## config.mk

```make
export PLATFORM = sky130hd
export DESIGN_NAME = reg_lock_tracker
export DESIGN_NICKNAME = d
export VERILOG_FILES = /design/src/rtl/maverickOne_pkg.sv /design/src/rtl/reg_lock_tracker.sv
export SDC_FILE = /design/constraint.sdc
export NUM_CORES = 1
export LEC_CHECK = 0
export BUFFER_PORTS_ARGS = -buffer_cell sky130_fd_sc_hd__buf_2
export CELL_PAD_IN_SITES_DETAIL_PLACEMENT = 0
export CELL_PAD_IN_SITES_GLOBAL_PLACEMENT = 1
export CORE_MARGIN = 4
export CORE_UTILIZATION = 51
export DETAILED_ROUTE_END_ITERATION = 10
export GPL_TIMING_DRIVEN = 0
export PLACE_DENSITY_LB_ADDON = 0.1
export SYNTH_ARGS = -nofsm -noshare
export SYNTH_HDL_FRONTEND = slang
export SYNTH_SLANG_ARGS = --single-unit
```

## constraint.sdc

```tcl
create_clock -name clk_i -period 8.55 [get_ports clk_i]
set_input_delay 0.4275 -clock clk_i [delete_from_list [all_inputs] [get_ports clk_i]]
set_output_delay 0.4275 -clock clk_i [all_outputs]
set_load 0.02 [all_outputs]
```

## src/rtl/maverickOne_pkg.sv

```systemverilog
// Core-wide sizing constants shared by the issue/launch logic.
package maverickOne_pkg;

    localparam int unsigned NUM_REGS        = 32;
    localparam int unsigned NUM_OUTSTANDING = 8;

endpackage

```

## src/rtl/reg_lock_tracker.sv

```systemverilog
// reg_lock_tracker: per-register write-lock scoreboard plus in-flight counter.
// Locks are set on launch of a register-writing instruction and released on
// its writeback. All outputs come from registers unless REG_LOCK_WB_BYPASS_EN
// is defined, in which case a matching writeback frees locks_o/full_o in the
// same cycle (combinational wb_* -> locks_o/full_o path).
module reg_lock_tracker #(
    parameter int unsigned NR  = maverickOne_pkg::NUM_REGS,
    parameter int unsigned NOS = maverickOne_pkg::NUM_OUTSTANDING,
    localparam int unsigned RW = $clog2(NR),
    localparam int unsigned CW = $clog2(NOS + 1)
) (
    input  logic          clk_i,
    input  logic          arst_ni,
    input  logic          clear_i,
    input  logic          launch_valid_i,
    input  logic [RW-1:0] launch_rd_i,
    input  logic          launch_wr_i,
    input  logic          wb_valid_i,
    input  logic [RW-1:0] wb_rd_i,
    input  logic          wb_wr_i,
    output logic [NR-1:0] locks_o,
    output logic [CW-1:0] outstanding_o,
    output logic          full_o,
    output logic          err_o
);

    logic [CW-1:0] cnt_q [NR];
    logic [CW-1:0] cnt_d [NR];
    logic [CW-1:0] tot_q, tot_d;
    logic [NR-1:0] locks_q, locks_d;
    logic          full_q, full_d;
    logic          err_q, err_d;

    logic launch_drop_c;
    logic wb_drop_c;
    logic launch_ok_c;
    logic wb_ok_c;

    // A launch while full is only legal when a writeback frees a slot this cycle.
    assign launch_drop_c = launch_valid_i && full_q && !wb_valid_i;
    // A writeback with nothing in flight has no instruction to retire.
    assign wb_drop_c     = wb_valid_i && (tot_q == '0);
    assign launch_ok_c   = launch_valid_i && !launch_drop_c;
    assign wb_ok_c       = wb_valid_i && !wb_drop_c;

    // Next-state for per-register counters, total counter, error and outputs.
    always_comb begin
        cnt_d   = cnt_q;
        tot_d   = tot_q;
        err_d   = err_q;
        locks_d = '0;
        full_d  = 1'b0;

        if (launch_drop_c || wb_drop_c) begin
            err_d = 1'b1;
        end

        unique case ({launch_ok_c, wb_ok_c})
            2'b10:   tot_d = tot_q + CW'(1);
            2'b01:   tot_d = tot_q - CW'(1);
            default: tot_d = tot_q;
        endcase

        for (int unsigned r = 1; r < NR; r++) begin
            logic inc;
            logic dec;
            inc = launch_ok_c && launch_wr_i && (launch_rd_i == RW'(r));
            dec = wb_ok_c && wb_wr_i && (wb_rd_i == RW'(r));
            if (inc && !dec) begin
                if (cnt_q[r] == CW'(NOS)) begin
                    err_d = 1'b1;
                end else begin
                    cnt_d[r] = cnt_q[r] + CW'(1);
                end
            end else if (dec && !inc) begin
                if (cnt_q[r] == '0) begin
                    err_d = 1'b1;
                end else begin
                    cnt_d[r] = cnt_q[r] - CW'(1);
                end
            end
        end

        if (clear_i) begin
            for (int unsigned r = 0; r < NR; r++) begin
                cnt_d[r] = '0;
            end
            tot_d = '0;
            err_d = 1'b0;
        end

        for (int unsigned r = 1; r < NR; r++) begin
            locks_d[r] = (cnt_d[r] != '0);
        end
        full_d = (tot_d == CW'(NOS));
    end

    // State and registered outputs; reset drops every lock immediately.
    always_ff @(posedge clk_i or negedge arst_ni) begin
        if (!arst_ni) begin
            for (int unsigned r = 0; r < NR; r++) begin
                cnt_q[r] <= '0;
            end
            tot_q   <= '0;
            locks_q <= '0;
            full_q  <= 1'b0;
            err_q   <= 1'b0;
        end else begin
            cnt_q   <= cnt_d;
            tot_q   <= tot_d;
            locks_q <= locks_d;
            full_q  <= full_d;
            err_q   <= err_d;
        end
    end

    assign outstanding_o = tot_q;
    assign err_o         = err_q;

`ifdef REG_LOCK_WB_BYPASS_EN
    logic [NR-1:0] wb_free_c;

    // Registers whose last pending writer is writing back right now.
    always_comb begin
        wb_free_c = '0;
        for (int unsigned r = 1; r < NR; r++) begin
            wb_free_c[r] = wb_valid_i && wb_wr_i && (wb_rd_i == RW'(r))
                           && (cnt_q[r] == CW'(1));
        end
    end

    assign locks_o = locks_q & ~wb_free_c;
    assign full_o  = full_q && !wb_valid_i;
`else
    assign locks_o = locks_q;
    assign full_o  = full_q;
`endif

endmodule

```

==> run summary <==
Status -> finished clean
Maximum clock rate -> 262 MHz
DR vias -> 13,300
Yosys warning total -> 0
Share of synthesized registers carrying an async set or reset -> 1.00
Hold Vio Cnt, Final -> 0
Iteration-0 DRC Markers -> 1,482
Ys flop type -> dfrtp_1
Vias in the first global route -> 12,200
Clk Latency, worst-skew pair -> 0.45 ns
Initial core utilization -> 0.519
Final WS setup -> 4.73 ns
Setup_tns -> 0 ns
Worst flop-to-flop path endpoint -> err_o
Clk pwr share -> 0.333
Average wire per standard cell -> 20.7 um
CTS root buf -> clkbuf_16
EDFF count, synth -> 0
Area grow syn2layout -> 9.75%
Final period util -> 0.447
Global-route wire length before repair -> 66,900 um
Share of cells above drive strength 1 -> 0.0873
RSZ-0062 raised after global routing -> false
Sw Pwr -> 835 uW
Ant diodes -> 0
DP Wirelength -> 32,200 um
Leakage -> 0.00582 uW
Commonest non-fill, non-tap cell in the layout -> nor2_1
Core Box Area -> 25,300 um^2
Required @ worst endpoint -> 8.84 ns
Switching power share of the total -> 0.375
Mapped cell area -> 13,100 um^2
Critical path endpoint -> err_o
Net Count, Synth -> 1,728
Drt total wl -> 42,700 um
Row count -> 58
R2R depth -> 10
Pre-antenna DRT Iters -> 5
Worst Tran Pin Value -> 1.45 ns
Cell-internal power -> 1390 uW
Port bufs -> 51
PD cells -> 155 nW/um^2
Reg power frac -> 0.394
Post-DR vias/cell -> 6.45
Area occupied by registers -> 4030 um^2
Synth area leaders -> dfrtp_1 31%, ha_1 6.2%, nor2_1 5.5%
HP Class -> input pin to flip-flop
Total CTS buffers -> 17
Pre-CTS WS -> 4.76 ns
CTS clk-pin slew, worst paths -> 0.08 ns
Number of library cell types mapped by synthesis -> 88
Resized Gates After CTS -> 0
Crit Path Max Fanout -> 10
Min Tclk post-route -> 3.82 ns
Combinational power share -> 0.273
# fillers -> 2,409
Die width -> 168 um
Final Net Count -> 1,800
Max-slew violation count -> 0
Arr. time, crit path -> 4.11 ns
Synth area leader -> dfrtp_1
H-tree levels -> 4
Syn_area_per_cell -> 7.97 um^2
Synthesized instance count -> 1,645
Die height -> 168 um
Multi-input logic area -> 8370 um^2
MaxCap Viol Count -> 0
Drc violations -> 0
Grt total ovfl -> 0
Relative slew slack -> 0.0278
CP Launch Point -> full_o
Maximum VDD drop -> 124 uV
Clk buf depth -> 2
Number of routed nets with antenna violations -> 0
Post-synthesis register bit count -> 161
CP Launch Type -> flip-flop
Pin count of the biggest net entering global routing -> 87
Setup violators final -> 0
Final Skew -> 0.0123 ns
Most frequent cells in the layout -> 192 x nor2_1, 161 x dfrtp_1, 111 x inv_1, 101 x o21ai_0, 92 x nand2_1
Reg-to-Reg Start -> full_o
Flop-to-flop setup slack -> 4.73 ns
Die area -> 28,400 um^2
GRT Total Usage -> 0.295
Final GP Congestion -> 1.00
CTS tree -> built
Initial antenna violation count -> 2
Io pins -> 55
Sink Count -> 161
CP Class -> flip-flop to flip-flop
Worst setup EP type -> flip-flop
Post-synthesis sequential area ratio -> 0.307
Yosys top cell area share -> 0.307
## synthesized netlist by cell type, types with 20 or more instances
cell / number
dfrtp_1: 161
a31oi_1: 20
and3_1: 25
nor3_1: 56
nand2_1: 92
o21ai_0: 101
nor4_1: 36
inv_1: 111
nand4_1: 50
nor2b_1: 23
xnor2_1: 46
a21oi_1: 74
o22ai_1: 32
nand3_1: 73
nand2b_1: 38
ha_1: 65
or4_1: 25
clkbuf_1: 66
nor2_1: 192
## area by class of cell
class | count | share of cell area
plain buffers | 81 | 0.0224
clock buffers | 20 | 0.0303
clock inverters | 12 | 0.00704
inverters | 113 | 0.0295
multi-input cells | 1290 | 0.581
flip-flops and latches | 161 | 0.280
well taps | 330 | 0.0287
repair buffers | 53 | 0.0210
## per-stage QoR
step	cells	area, um^2	hold slack [ns]	total power, uW	utilization
6_report	2060	14400	0.470	2220	0.570
5_1_grt	2060	14400	0.512	2330	0.570
4_1_cts	2060	14400	0.493	2220	0.570
3_5_place_dp	2027	13800	0.446	1480	0.548
3_3_place_gp	2026	13800	0.558	1470	0.546
2_1_floorplan	1645	13100	0.132	1280	-
## state kept, by name, summed over array words and instances (netlist names)
signal / flops
cnt_q: 124
locks_o: 31
full_o: 1
outstanding_o: 4
err_o: 1
## power groups by stage
stage | Combinational [uW] | Sequential [uW] | Clock (uW)
floorplan | 366 | 913 | 0
global placement | 582 | 887 | 0
detailed placement | 593 | 889 | 0
CTS | 597 | 875 | 753
global route | 662 | 885 | 783
finish | 607 | 876 | 742
## how the worst min path moves through the flow
stage	startpoint	to	slack, ns	depth (start not counted)
2_1_floorplan	arst_ni	cnt_q[0]	0.13	0
3_3_place_gp	cnt_q[38]	cnt_q[38]	0.56	1
3_5_place_dp	arst_ni	locks_o[21]	0.45	1
4_1_cts	clear_i	cnt_q[37]	0.49	2
5_1_grt	clear_i	cnt_q[37]	0.51	2
6_report	clear_i	cnt_q[37]	0.47	2
## layer usage
metal / wire length [um] / global-route usage / part of all wire / vias up
met1: 18700 / 0.415 / 0.44 / 6401
li1: - / - / - / 6273
met3: 3600 / 0.0564 / 0.084 / 87
met2: 19100 / 0.462 / 0.45 / 524
met5: 13 / 0 / 0.00030 / -
met4: 1320 / 0.0921 / 0.031 / 2
## logic make-up (layout without fill, tap and decap cells)
kind of cell / after synthesis / after routing / synth area share
buf+inv: 194 / 279 / 0.0569
mux: 20 / 20 / 0.0160
compound gates: 424 / 424 / 0.219
other cells: 1 / 1 / 0.000286
simple gates: 725 / 725 / 0.301
flops: 161 / 161 / 0.307
xor+xnor: 54 / 54 / 0.0361
fa+ha+maj: 66 / 66 / 0.0635
## timing repair
| action | in CTS | in global routing |
|---|---|---|
| buffers inserted | 0 | 0 |
| endpoints found under the hold margin | 22 | 0 |
| hold buffers | 1 | 0 |
## worst max-delay path, stage by stage, from the launching register on
cell	delay, ns
dfrtp_1	0.45
nor2b_1	0.21
buf_4	0.21
buf_2	0.22
buf_2	0.23
nor4_2	0.93
nor2_1	0.23
a22oi_1	0.27
o311ai_0	0.33
a311oi_1	0.43
a31oi_1	0.14
Power figures use the tool's default switching activity.
